File: src/rtl/pwm_pkg.sv
// pwm_pkg
// Shared definitions for the multichannel symmetrical PWM:
//   - per-channel override codes (2 bits per channel on override_i)
//   - dead-time FSM state encoding
//   - helper deciding whether an override code forces the pair low
package pwm_pkg;

  localparam logic [1:0] OVR_NONE = 2'b00;
  localparam logic [1:0] OVR_LOW  = 2'b01;
  localparam logic [1:0] OVR_HIGH = 2'b10;
  localparam logic [1:0] OVR_RSVD = 2'b11;

  typedef enum logic [1:0] {
    DT_LOW  = 2'd0,
    DT_RISE = 2'd1,
    DT_HIGH = 2'd2,
    DT_FALL = 2'd3
  } dt_state_e;

  // The reserved code behaves like a forced-low request.
  function automatic logic ovr_forces_low(input logic [1:0] code);
    return (code == OVR_LOW) || (code == OVR_RSVD);
  endfunction

endpackage

File: src/rtl/pwm_deadtime_channel.sv
// pwm_deadtime_channel
// One complementary output pair with dead-time insertion. Only built when
// PWM_DEADTIME_EN is defined.
// Ports:
//   clk, rst      clock, asynchronous active-high reset
//   ref_in        gated-independent reference (1 = high side wanted)
//   gate          forces the pair off and the FSM back to LOW
//   deadtime      dead-time length in clock cycles, captured on each transition
//   hi, lo        registered high/low side outputs
`ifdef PWM_DEADTIME_EN
module pwm_deadtime_channel
  import pwm_pkg::*;
#(
  parameter int DT_WIDTH = 8
) (
  input  logic                clk,
  input  logic                rst,
  input  logic                ref_in,
  input  logic                gate,
  input  logic [DT_WIDTH-1:0] deadtime,
  output logic                hi,
  output logic                lo
);

  localparam logic [DT_WIDTH-1:0] DT_ZERO = {DT_WIDTH{1'b0}};
  localparam logic [DT_WIDTH-1:0] DT_ONE  = DT_WIDTH'(1'b1);

  dt_state_e           state;
  dt_state_e           state_next;
  logic [DT_WIDTH-1:0] cnt;
  logic [DT_WIDTH-1:0] cnt_next;
  logic                hi_next;
  logic                lo_next;

  // State, counter and output registers.
  always_ff @(posedge clk or posedge rst) begin
    if (rst) begin
      state <= DT_LOW;
      cnt   <= DT_ZERO;
      hi    <= 1'b0;
      lo    <= 1'b0;
    end else begin
      state <= state_next;
      cnt   <= cnt_next;
      hi    <= hi_next;
      lo    <= lo_next;
    end
  end

  // Next-state: a reference reversal inside a dead band returns to the side
  // that was on, without a second dead band.
  always_comb begin
    state_next = state;
    cnt_next   = cnt;
    if (gate) begin
      state_next = DT_LOW;
      cnt_next   = DT_ZERO;
    end else begin
      case (state)
        DT_LOW: begin
          if (ref_in) begin
            state_next = DT_RISE;
            cnt_next   = deadtime;
          end else begin
            state_next = DT_LOW;
          end
        end
        DT_RISE: begin
          if (!ref_in) begin
            state_next = DT_LOW;
          end else if (cnt == DT_ZERO) begin
            state_next = DT_HIGH;
          end else begin
            cnt_next = cnt - DT_ONE;
          end
        end
        DT_HIGH: begin
          if (!ref_in) begin
            state_next = DT_FALL;
            cnt_next   = deadtime;
          end else begin
            state_next = DT_HIGH;
          end
        end
        DT_FALL: begin
          if (ref_in) begin
            state_next = DT_HIGH;
          end else if (cnt == DT_ZERO) begin
            state_next = DT_LOW;
          end else begin
            cnt_next = cnt - DT_ONE;
          end
        end
        default: begin
          state_next = DT_LOW;
          cnt_next   = DT_ZERO;
        end
      endcase
    end
  end

  // Outputs are decoded from the next state so they can be registered
  // without adding a cycle of latency.
  always_comb begin
    hi_next = 1'b0;
    lo_next = 1'b0;
    if (gate) begin
      hi_next = 1'b0;
      lo_next = 1'b0;
    end else begin
      case (state_next)
        DT_LOW:  lo_next = 1'b1;
        DT_HIGH: hi_next = 1'b1;
        default: begin
          hi_next = 1'b0;
          lo_next = 1'b0;
        end
      endcase
    end
  end

endmodule
`endif

File: src/rtl/multichannel_symmetrical_pwm.sv
// multichannel_symmetrical_pwm
// CHANNELS complementary PWM pairs compared against a shared triangular
// carrier, with boundary-loaded shadow duties, per-channel override, a sticky
// trip latch and optional dead-time insertion.
// Build option: define PWM_DEADTIME_EN to insert the dead-time FSM per
// channel; otherwise hi = ref and lo = ~ref (registered, same latency).
// Ports:
//   clk_i, rst_i         clock, asynchronous active-high reset
//   local_counter_i      carrier count 0..current_period_i within each half
//   current_period_i     period of the running half
//   sync_phase_i         0 = rising half, 1 = falling half
//   duty_i               packed duties, channel n at [n*WIDTH +: WIDTH]
//   override_i           2-bit code per channel (none / force low / force high)
//   enable_i             global enable, sampled at the period boundary
//   trip_i, trip_clear_i fault input and latch clear
//   deadtime_i           dead-time in clock cycles
//   PWM_hi_o, PWM_lo_o   registered high/low side outputs
//   tripped_o            trip latch state
module multichannel_symmetrical_pwm
  import pwm_pkg::*;
#(
  parameter int CHANNELS = 3,
  parameter int WIDTH    = 16,
  parameter int DT_WIDTH = 8
) (
  input  logic                      clk_i,
  input  logic                      rst_i,
  input  logic [WIDTH-1:0]          local_counter_i,
  input  logic [WIDTH-1:0]          current_period_i,
  input  logic                      sync_phase_i,
  input  logic [CHANNELS*WIDTH-1:0] duty_i,
  input  logic [2*CHANNELS-1:0]     override_i,
  input  logic                      enable_i,
  input  logic                      trip_i,
  input  logic                      trip_clear_i,
  input  logic [DT_WIDTH-1:0]       deadtime_i,
  output logic [CHANNELS-1:0]       PWM_hi_o,
  output logic [CHANNELS-1:0]       PWM_lo_o,
  output logic                      tripped_o
);

  logic [WIDTH-1:0]               carrier;
  logic                           bnd;
  logic [CHANNELS-1:0][WIDTH-1:0] shadow_duty;
  logic [CHANNELS-1:0]            ref_r;
  logic [CHANNELS-1:0]            ref_eff;
  logic [CHANNELS-1:0]            gate;
  logic                           enable_r;
  logic                           tripped_r;

  // Fold the half-period flag into one symmetric carrier value.
  always_comb begin
    if (sync_phase_i) begin
      carrier = current_period_i - local_counter_i;
    end else begin
      carrier = local_counter_i;
    end
  end

  assign bnd = sync_phase_i & (local_counter_i == current_period_i);

  // Registered compare against the shadow duty; shadows reload only at bnd.
  always_ff @(posedge clk_i or posedge rst_i) begin
    if (rst_i) begin
      shadow_duty <= '0;
      ref_r       <= '0;
    end else begin
      for (int n = 0; n < CHANNELS; n++) begin
        ref_r[n] <= (carrier < shadow_duty[n]);
        if (bnd) begin
          shadow_duty[n] <= duty_i[n*WIDTH +: WIDTH];
        end
      end
    end
  end

  // Sticky trip latch (set beats clear). While tripped the enable is dropped
  // so that clearing the trip only re-arms the outputs at the next boundary.
  always_ff @(posedge clk_i or posedge rst_i) begin
    if (rst_i) begin
      tripped_r <= 1'b0;
      enable_r  <= 1'b0;
    end else begin
      if (trip_i) begin
        tripped_r <= 1'b1;
      end else if (trip_clear_i) begin
        tripped_r <= 1'b0;
      end
      if (trip_i || tripped_r) begin
        enable_r <= 1'b0;
      end else if (bnd) begin
        enable_r <= enable_i;
      end
    end
  end

  // Per-channel gating and override-forced reference. trip_i is used directly
  // so a fault clears the outputs on the very next edge.
  always_comb begin
    gate    = '0;
    ref_eff = '0;
    for (int n = 0; n < CHANNELS; n++) begin
      gate[n]    = tripped_r | trip_i | ~enable_r | ovr_forces_low(override_i[2*n +: 2]);
      ref_eff[n] = ref_r[n] | (override_i[2*n +: 2] == OVR_HIGH);
    end
  end

`ifdef PWM_DEADTIME_EN
  for (genvar n = 0; n < CHANNELS; n++) begin : g_ch
    pwm_deadtime_channel #(
      .DT_WIDTH(DT_WIDTH)
    ) u_dt (
      .clk      (clk_i),
      .rst      (rst_i),
      .ref_in   (ref_eff[n]),
      .gate     (gate[n]),
      .deadtime (deadtime_i),
      .hi       (PWM_hi_o[n]),
      .lo       (PWM_lo_o[n])
    );
  end
`else
  logic unused_deadtime;
  assign unused_deadtime = ^deadtime_i;

  // Without dead-time the pair is the gated reference and its complement.
  always_ff @(posedge clk_i or posedge rst_i) begin
    if (rst_i) begin
      PWM_hi_o <= '0;
      PWM_lo_o <= '0;
    end else begin
      PWM_hi_o <= ref_eff & ~gate;
      PWM_lo_o <= ~ref_eff & ~gate;
    end
  end
`endif

  assign tripped_o = tripped_r;

endmodule

File: config.mk
export PLATFORM = sky130hd
export DESIGN_NAME = multichannel_symmetrical_pwm
export DESIGN_NICKNAME = d
export VERILOG_FILES = /design/src/rtl/pwm_pkg.sv /design/src/rtl/pwm_deadtime_channel.sv /design/src/rtl/multichannel_symmetrical_pwm.sv
export SDC_FILE = /design/constraint.sdc
export NUM_CORES = 1
export LEC_CHECK = 0
export CORE_MARGIN = 2
export CORE_UTILIZATION = 51
export DETAILED_ROUTE_END_ITERATION = 8
export PLACE_DENSITY = 0.8
export SYNTH_ARGS = -nofsm -noshare
export SYNTH_HDL_FRONTEND = slang
export SYNTH_HIERARCHICAL = 1
export SYNTH_SLANG_ARGS = --single-unit
File: constraint.sdc
create_clock -name clk_i -period 1.9 [get_ports clk_i]
set_input_delay 0.19 -clock clk_i [delete_from_list [all_inputs] [get_ports clk_i]]
set_output_delay 0.19 -clock clk_i [all_outputs]
set_load 0.03 [all_outputs]
==> results of run 1 <==
flip-flops by register name, indices dropped and copies added, names as in the netlist:
signal       flops
tripped_o        1
PWM_hi_o         3
ref_r            3
PWM_lo_o         3
enable_r         1
shadow_duty     48
per-layer routing:
metal | routed length (um) | GRT usage | vias to the layer above
met2 | 7610 | 0.521 | 220
met1 | 5870 | 0.349 | 2185
met4 | 342 | 0.0563 | 0
met3 | 867 | 0.0614 | 44
li1 | - | - | 2046
met5 | 0 | 0 | -
what timing repair did:
item / CTS / global route
setup endpoints to repair: 52 / 52
cloned: 0 / 4
setup buffers: 19 / 7
resized for setup: 112 / 34
pin swaps: 37 / 22
tightest hold or removal path: stages:
cell and delay [ns]:
clkdlybuf4s50_1 0.41, inv_2 0.08, buf_12 0.22
kinds of logic after synthesis:
| family | count (synthesis) |
|---|---|
| compound gates | 98 |
| flops | 59 |
| fa+ha+maj | 61 |
| xor+xnor | 6 |
| buf+inv | 80 |
| mux | 52 |
| simple gates | 94 |
area by class of cell:
| cell class | count | area share |
|---|---|---|
| multi-input combinational | 311 | 0.434 |
| clock buffer | 12 | 0.0218 |
| sequential | 59 | 0.208 |
| timing repair buffer | 210 | 0.275 |
| tap | 105 | 0.0185 |
| inverter | 70 | 0.0392 |
| clock inverter | 4 | 0.00352 |
synth_stat cells, drive strengths merged (3+ instances only):
master  count  share of area
ha         60           0.17
clkbuf      3         0.0026
o21a        5         0.0085
buf         7          0.011
nand3       6         0.0068
mux2       49           0.13
xnor2       3         0.0060
nor4        3         0.0043
nor2       25          0.021
a21o       11          0.019
o211ai      4         0.0068
and4        3         0.0060
a21oi      16          0.018
xor2        3         0.0060
and3        3         0.0054
nor3        7         0.0079
dfrtp      59           0.33
nand4      10          0.018
o21ai      20          0.023
nor3b       4         0.0068
nand2b      4         0.0057
a31oi       9          0.013
nand2      19          0.016
mux2i       3         0.0068
inv        70          0.060
a211oi     11          0.020
worst paths after layout:
kind / from / endpoint / slack (ns) / depth (start not counted)
setup / recovery: local_counter_i[5] / ref_r[0] / -0.90 / 15
hold / removal: rst_i / shadow_duty[39] / 0.20 / 3
setup reg to reg: shadow_duty[21] / ref_r[1] / 0.19 / 6
hold reg to reg: ref_r[0] / PWM_lo_o[0] / 0.42 / 1
max in group asynchronous: rst_i / shadow_duty[23] / 1.46 / 3
min in group clk_i: override_i[0] / PWM_hi_o[0] / 0.41 / 2
metrics by stage:
stage,total power [W],hold WS [ns],area (sq um)
floorplan,0.00191,0.261,4470
global placement,0.00247,0.444,6170
detailed placement,0.00253,0.448,6170
CTS,0.00378,0.215,6890
global route,0.00409,0.242,7110
finish,0.00389,0.199,7110
where the power goes:
group          total (W)  switching, W  internal [W]  leakage, nW
combinational    0.00156      0.000728      0.000837         2.39
clock            0.00104      0.000497      0.000539       0.0884
sequential       0.00129     0.0000155       0.00128        0.816
total            0.00389       0.00124       0.00265         3.30
==> results by group, run 1 <==
Worst setup path
  – Critical path type: input pin to register
  – Worst Path Arrival: 3.06 ns
  – Crit-path max cell delay: 0.51 ns
  – Crit-path cells: dlygate4sd2_1 -> inv_2 -> ha_4 -> o21a_4 -> o2111ai_2 -> a31oi_2 -> or4_1 -> o211ai_1 -> buf_4 -> ha_4 -> a21o_1 -> a211oi_2 -> buf_4 -> a21oi_2 -> o21ai_1
  – WP data required: 2.16 ns
  – Crit path launch type: input pin
  – Crit path buf inv count: 4
  – Worst-path cell with the longest stage delay: or4_1
  – CP Max Fanout: 3
  – Family with the most delay on the worst path: compound AO/OA/AOI/OAI gates
  – Critical Path End Type: register

GRT
  – Vias in the first global route: 4633
  – Initial antenna violation count: 0
  – Pin count of the biggest net entering global routing: 42
  – Gr usage total: 0.287
  – First-pass GRT wire length: 21900 um
  – Total grt overflow: 0

STA
  – Setup violators final: 7
  – F_max: 357 MHz
  – Worst-Margin Slew: 0.529 ns
  – Fin crit share: 1.48
  – Final Hold Vio Count: 0
  – Clock period minus worst slack: 2.80 ns
  – Setup tns final: -2.60 ns
  – RSZ-0062 raised after global routing: yes
  – Worst slew margin: 0.647
  – Final Skew: 0.0109 ns
  – Max Transition Viols Final: 0
  – Fin worst setup slack: -0.904 ns

Clock tree
  – CTS root buf: clkbuf_8
  – Clock Sinks: 59
  – Worst skew pair latency: 0.35 ns
  – CTS tree: built
  – Post-CTS Hold Fix Bufs: 0
  – CTS buffer count: 9
  – H-Tree Depth: 3
  – Max Buffers Root-to-Sink: 2
  – Reg clk slew, reported paths: 0.06 ns

Power and ir drop
  – IR drop worst, VDD: 0.530 mV
  – Pwr dens: 547 nW/um^2
  – Cell leakage power: 3.30 nW

Final layout
  – Most frequent cells in the layout: buf_4 (94), clkdlybuf4s50_1 (71), dfrtp_1 (59), inv_1 (53)
  – Filler Cells Inserted: 444
  – Most common cell after layout, fill and taps aside: buf_4
  – Post-route insts no fill: 771
  – Reg area: 1480 sq um
  – # nets final: 822
  – Layout cells sized above 1: 0.396
  – # diodes: 0
  – Area of the multi-input gates: 3090 sq um
  – Area grow syn2layout: 61.3%
  – Final core occ: 0.857

Die
  – DIE AREA: 9400 sq um
  – Num ports: 107
  – Core region area: 8300 sq um
  – Die X: 97.0 um
  – Die Y: 97.0 um
  – FP Rows: 33
  – Initial Util: 0.531

Place
  – IO Port Bufs: 98
  – Gpl congestion: 0.922
  – Cell total after placement: 726
  – Final HPWL DP: 9710 um
  – Dpl ws: -1.80 ns

Job
  – MaxCap Viol Count: 0

Logic synthesis
  – Yosys Warn Count: 6
  – Multiplexer area fraction after synthesis: 0.140
  – Main combinational cell family by area after synthesis: adder cells
  – Number of flops mapped to enable cells by yosys: 0
  – Synth cell types: 59
  – Adder-cell share of the synthesized area: 0.175
  – Post-Synth XOR/XNOR Area: 0.0119
  – Async set or reset register ratio after synthesis: 1.00
  – Area of the mapped netlist: 4410 sq um
  – Synth Register Bits: 59
  – Syn Area/Cell: 9.80 sq um
  – Syn Inst Count: 450
  – Post-synthesis compound-gate area fraction: 0.151
  – Sequential-to-total area share from yosys stat: 0.335
  – Syn_nets: 611
  – Post-Synth Simple-Gate Area: 0.115
  – Main synth FF type: dfrtp_1

Worst hold path
  – Worst hold path class: input pin to async pin

Outcome
  – Failing checks: negative setup slack
  – Outcome: finished, violations left

Detailed routing
  – Drt pass-1 iters: 7
  – DR vias: 4495
  – DRC Markers: 0
  – Vias/cell: 5.83
  – ANT nets after route: 0
  – Initial detailed-routing violation count: 179
  – Routed Wire Length: 14700 um
  – Routed length per instance: 19.0 um
(Power assumes the default switching activity.)
==> inputs of run 2 (changes only) <==
Settings changed: CAP_MARGIN set to 20.
==> results of run 2 <==
The final DEF is identical to that of run 1; final timing and power are the same.
